<file path="config.mk">
export PLATFORM = sky130hd
export DESIGN_NAME = accum40_seq_ctrl
export DESIGN_NICKNAME = d
export VERILOG_FILES = /design/src/rtl/accum40_seq_ctrl_pkg.sv /design/src/rtl/accum40_seq_ctrl_adder.sv /design/src/rtl/accum40_seq_ctrl.sv
export SDC_FILE = /design/constraint.sdc
export NUM_CORES = 1
export LEC_CHECK = 0
export CAP_MARGIN = 20
export CORE_ASPECT_RATIO = 1.1
export CORE_MARGIN = 2
export CORE_UTILIZATION = 51
export CTS_CLUSTER_DIAMETER = 40
export DETAILED_ROUTE_END_ITERATION = 12
export PLACE_DENSITY = 0.92
export SLEW_MARGIN = 20
export SYNTH_ARGS = -nofsm -noshare
export SYNTH_HDL_FRONTEND = slang
export SYNTH_SLANG_ARGS = --single-unit
</file>
<file path="constraint.sdc">
create_clock -name clk -period 3.5 [get_ports clk]
set_input_delay 0.7 -clock clk [delete_from_list [all_inputs] [get_ports clk]]
set_output_delay 0.7 -clock clk [all_outputs]
set_load 0.02 [all_outputs]
</file>
<file path="src/rtl/accum40_seq_ctrl_pkg.sv">
// Shared types and widths for the 40-bit sequenced accumulator.
package accum40_seq_ctrl_pkg;

    localparam int ACC_W = 40;
    localparam int OP_W  = 24;

    typedef enum logic [1:0] {
        IDLE  = 2'd0,
        ACCUM = 2'd1,
        DONE  = 2'd2
    } state_t;

endpackage

</file>
<file path="src/rtl/accum40_seq_ctrl_adder.sv">
// 40-bit plus zero-extended 24-bit adder; bit 40 of the result is the carry-out.
module customAdder40_16
    import accum40_seq_ctrl_pkg::*;
(
    input  logic [ACC_W-1:0] i_a,
    input  logic [OP_W-1:0]  i_b,
    output logic [ACC_W:0]   o_sum
);

    assign o_sum = {1'b0, i_a} + {{(ACC_W - OP_W + 1){1'b0}}, i_b};

endmodule

</file>
<file path="src/rtl/accum40_seq_ctrl.sv">
// Run controller: loads an operand count on start, accumulates that many
// operands into a wrapping 40-bit register with a sticky carry flag, then pulses done.
module accum40_seq_ctrl
    import accum40_seq_ctrl_pkg::*;
#(
    parameter int LEN_W = 8
) (
    input  logic             clk,
    input  logic             rst,
    input  logic             start,
    input  logic [LEN_W-1:0] len,
    input  logic             in_valid,
    output logic             in_ready,
    input  logic [OP_W-1:0]  in_data,
    output logic [ACC_W-1:0] acc,
    output logic             overflow,
    output logic             busy,
    output logic             done,
    output state_t           o_dbg_state
);

    state_t             r_state;
    state_t             w_next;
    logic [LEN_W-1:0]   r_remaining;
    logic [ACC_W-1:0]   r_acc;
    logic               r_ovf;
    logic [ACC_W:0]     w_sum;
    logic               w_xfer;

    customAdder40_16 u_add (
        .i_a   (r_acc),
        .i_b   (in_data),
        .o_sum (w_sum)
    );

    // Handshake: an operand moves on any rising edge where in_valid && in_ready;
    // in_ready is a pure function of state, so the source may drive in_valid
    // from in_ready without a combinational loop, and may idle for any length.
    assign w_xfer = in_valid && in_ready;

    always_comb begin
        w_next   = r_state;
        in_ready = 1'b0;
        busy     = 1'b0;
        done     = 1'b0;
        case (r_state)
            IDLE: begin
                if (start) begin
                    w_next = (len == '0) ? DONE : ACCUM;
                end
            end
            ACCUM: begin
                in_ready = 1'b1;
                busy     = 1'b1;
                if (in_valid && (r_remaining == LEN_W'(1))) begin
                    w_next = DONE;
                end
            end
            DONE: begin
                busy   = 1'b1;
                done   = 1'b1;
                w_next = IDLE;
            end
            default: w_next = IDLE;
        endcase
    end

    always_ff @(posedge clk) begin
        if (rst) begin
            r_state     <= IDLE;
            r_acc       <= '0;
            r_ovf       <= 1'b0;
            r_remaining <= '0;
        end else begin
            r_state <= w_next;
            if ((r_state == IDLE) && start) begin
                r_acc       <= '0;
                r_ovf       <= 1'b0;
                r_remaining <= len;
            end else if (w_xfer) begin
                r_acc       <= w_sum[ACC_W-1:0];
                r_ovf       <= r_ovf | w_sum[ACC_W];
                r_remaining <= r_remaining - LEN_W'(1);
            end
        end
    end

    assign acc         = r_acc;
    assign overflow    = r_ovf;
    assign o_dbg_state = r_state;

endmodule

</file>
==> flow_summary.json <==
{
  "worstPathMaxFanout": 3,
  "pin_count": 82,
  "ys_ff_latch": 51,
  "use_met3_pct": 5.041,
  "crit_path_frequent_cell": "a211oi_1",
  "reg2reg_to": "acc[20]$_SDFFE_PP0P_",
  "drive_gt1_share_pct": 3.759,
  "p_int_mw": 0.9819,
  "status": "complete, no violations",
  "pwr-share-clk_pct": 29.2,
  "yosys.area.top_type": "dfxtp_1",
  "wire_per_inst_um": 15.43,
  "critPathMaxStageDelay_ps": 440,
  "critical_path_class": "input pin to register",
  "ys_warn_count": 0,
  "cap_violations": 0,
  "total_leakage_power_nw": 1.644,
  "met2_usage_pct": 43.27,
  "port_buffers": 81,
  "hold_path_class": "register to register",
  "yosys-top-cells-area": "dfxtp_1, ha_1, a21oi_1",
  "n_antenna_cell": 0,
  "endpoint_kind": "register",
  "syn2layout_area_growth_pct": 27.11,
  "cts-root-buf": "clkbuf_8",
  "synthArstFlopShare_pct": 0,
  "synth.net_count": 524,
  "post-route-period-util_pct": 85.72,
  "r2r_start": "acc[0]$_SDFFE_PP0P_",
  "irDropWorstVdd_mv": 0.2006,
  "dieArea_um2": 7673,
  "postLayoutCellArea_um2": 4529,
  "rrSetupSlack_ps": 970,
  "die_w_um": 83.70,
  "crit_path_start_kind": "input pin",
  "setup_tns_ps": 0,
  "gp_congestion": 0.8737,
  "max-clock-path-buffers": 2,
  "core_um2": 6671,
  "fin_skew_ps": 4.985,
  "netlist_area_um2": 3563,
  "tritoncts": "yes",
  "cts.hold.buffers_added": 0,
  "final_core_utilization_pct": 67.89,
  "period_needed_ps": 3000,
  "synth_edf_count": 0,
  "overflow": 0,
  "holdWs_ps": 483.4,
  "hpwl_um": 7150,
  "htree_num_levels": 2,
  "slew_violations": 0,
  "critPathSlowestCell": "fa_1",
  "final_cell_mix": "clkdlybuf4s50_1, nand2_1, dfxtp_1, a21oi_1, nor2_1",
  "postCtsSetupRepairBufs": 0,
  "track_usage_pct": 24.69,
  "synth_seq_area_share_pct": 28.65,
  "fp.dieH_um": 91.67,
  "worst_slew_pin_slew_ps": 626.4,
  "dpl_cell_area_um2": 4423,
  "grt_start_max_net_pins": 30,
  "p_per_area_nw_per_um2": 316.3,
  "drt-initial-drc-count": 283,
  "syn_area_per_cell_um2": 7.780,
  "grt.busiest_layer": "met2",
  "viasPerCell": 6.101,
  "power.net_switching_mw": 0.4506,
  "antenna_found_initial": 0,
  "sw_frac_of_total_pct": 31.46,
  "p_comb_share_pct": 26.8,
  "worstRegToRegCells": 9,
  "finalSetupViolCount": 0,
  "path_cells": "clkdlybuf4s50_1, ha_1, fa_1, a211oi_1, o211ai_1, nand3_1, a211oi_1, and4_1, o31a_1, o31ai_1",
  "core.rowCount": 31,
  "final_nets": 598,
  "rsz0062_at_grt": "no",
  "netlist.area_leader.share_pct": 28.65,
  "wirelength_um": 9471,
  "grt_pass1_vias": 3590,
  "cts_buffers": 5,
  "clk_pin_slew_worst_paths_ps": 90,
  "grt_first_pass_wirelength_um": 16000,
  "relSlewSlack_pct": 57.85,
  "use_met1_pct": 29.58,
  "multi_input_area_um2": 2391,
  "required_ps": 3730,
  "syn-instance-count": 458,
  "timing.fmax_mhz": 333.3,
  "fillCellCount": 549,
  "drt_first_pass_iters": 6,
  "crit_arrival_ps": 3230,
  "worstSkewPairLatency_ps": 310,
  "cts_resized": 0,
  "synth.distinct_cells": 53,
  "ys.flop_type": "dfxtp_1",
  "seq_power_share_pct": 44.0,
  "clock-sinks": 51,
  "start_util_pct": 53.41,
  "endpoint": "acc[20]$_SDFFE_PP0P_",
  "final_common_cell": "clkdlybuf4s50_1",
  "regArea_um2": 1021,
  "final_hold_viol_count": 0,
  "ant_nets": 0,
  "vias": 3746,
  "setup.worst_path.start": "in_data[0]",
  "drc_errors": 0
}
[area by class of cell]
class                           count  area share [%]
Clock buffer                        5           1.519
Clock inverter                      2          0.8287
Inverter                           16           1.326
Multi-Input combinational cell    372           52.79
Sequential cell                    51           22.54
Tap cell                           82           2.265
Timing Repair Buffer               86           18.73
[cells by family after synthesis]
logic type / count (synthesis) / share of synthesized area [%]
AO/OA/AOI/OAI: 137 / 25.21
XOR/XNOR: 24 / 5.899
adder cells (fa/ha/maj): 30 / 10.74
buffers and inverters: 35 / 4.248
flip-flops: 51 / 28.65
multiplexers: 4 / 1.124
AND/OR/NAND/NOR: 177 / 24.12
[power by group through the flow]
stage	combinational [mW]	clock [mW]	sequential, mW
after global placement	0.365	0	0.642
after floorplan	0.231	0	0.654
after global routing	0.422	0.447	0.635
final	0.383	0.418	0.631
after CTS	0.380	0.420	0.630
after detailed placement	0.377	0	0.644
[Yosys cell counts (all sizes together), types with 2 or more instances]
| library cell | count |
|---|---|
| buf | 10 |
| nand2 | 55 |
| a21oi | 47 |
| ha | 29 |
| nand4 | 10 |
| o211ai | 7 |
| nor3 | 10 |
| o21ai | 24 |
| o31a | 2 |
| a21o | 9 |
| a211oi | 14 |
| o21a | 7 |
| inv | 16 |
| dfxtp | 51 |
| xnor2 | 14 |
| a211o | 2 |
| a31oi | 7 |
| or3 | 5 |
| and2 | 9 |
| nand2b | 3 |
| nand3 | 22 |
| xor2 | 10 |
| nor2 | 36 |
| o31ai | 8 |
| nor4 | 8 |
| nor3b | 3 |
| and3 | 4 |
| or4 | 9 |
| mux2i | 4 |
| clkbuf | 9 |
| a311oi | 2 |
[per-layer routing]
layer,part of all wire [%],wire [µm]
met5,0,0
met4,1.9,184
met3,6.8,644
met2,49,4664
met1,42,3978
[worst min path at each step]
stage / end / depth (start not counted) / from / slack [ps]
after detailed placement: acc[14]$_SDFFE_PP0P_ / 2 / acc[14]$_SDFFE_PP0P_ / 470
after CTS: acc[14]$_SDFFE_PP0P_ / 2 / acc[14]$_SDFFE_PP0P_ / 480
after floorplan: r_remaining[2]$_SDFFE_PP0P_ / 2 / r_remaining[2]$_SDFFE_PP0P_ / 480
after global routing: acc[14]$_SDFFE_PP0P_ / 2 / acc[14]$_SDFFE_PP0P_ / 510
after global placement: acc[3]$_SDFFE_PP0P_ / 2 / acc[3]$_SDFFE_PP0P_ / 460
final: acc[14]$_SDFFE_PP0P_ / 2 / acc[14]$_SDFFE_PP0P_ / 480
[stage by stage]
stage | worst slack (ps) | total power [mW] | cells
finish | 500.0 | 1.433 | 614
global route | 288.7 | 1.503 | 614
CTS | 499.5 | 1.430 | 614
detailed placement | 186.4 | 1.021 | 607
global placement | 268.1 | 1.006 | 607
floorplan | 822.6 | 0.8847 | 458
[sequential cells by signal, summed over array words and instances (netlist names)]
name,flops
r_remaining,8
acc,40
overflow,1
o_dbg_state,2
[critical path, delay by kind of cell]
family | cells | cell delay (ps)
buffers and inverters | 1 | 400
AO/OA/AOI/OAI | 5 | 1050
adder cells (fa/ha/maj) | 2 | 680
AND/OR/NAND/NOR | 2 | 390
Power figures use the tool's default switching activity.
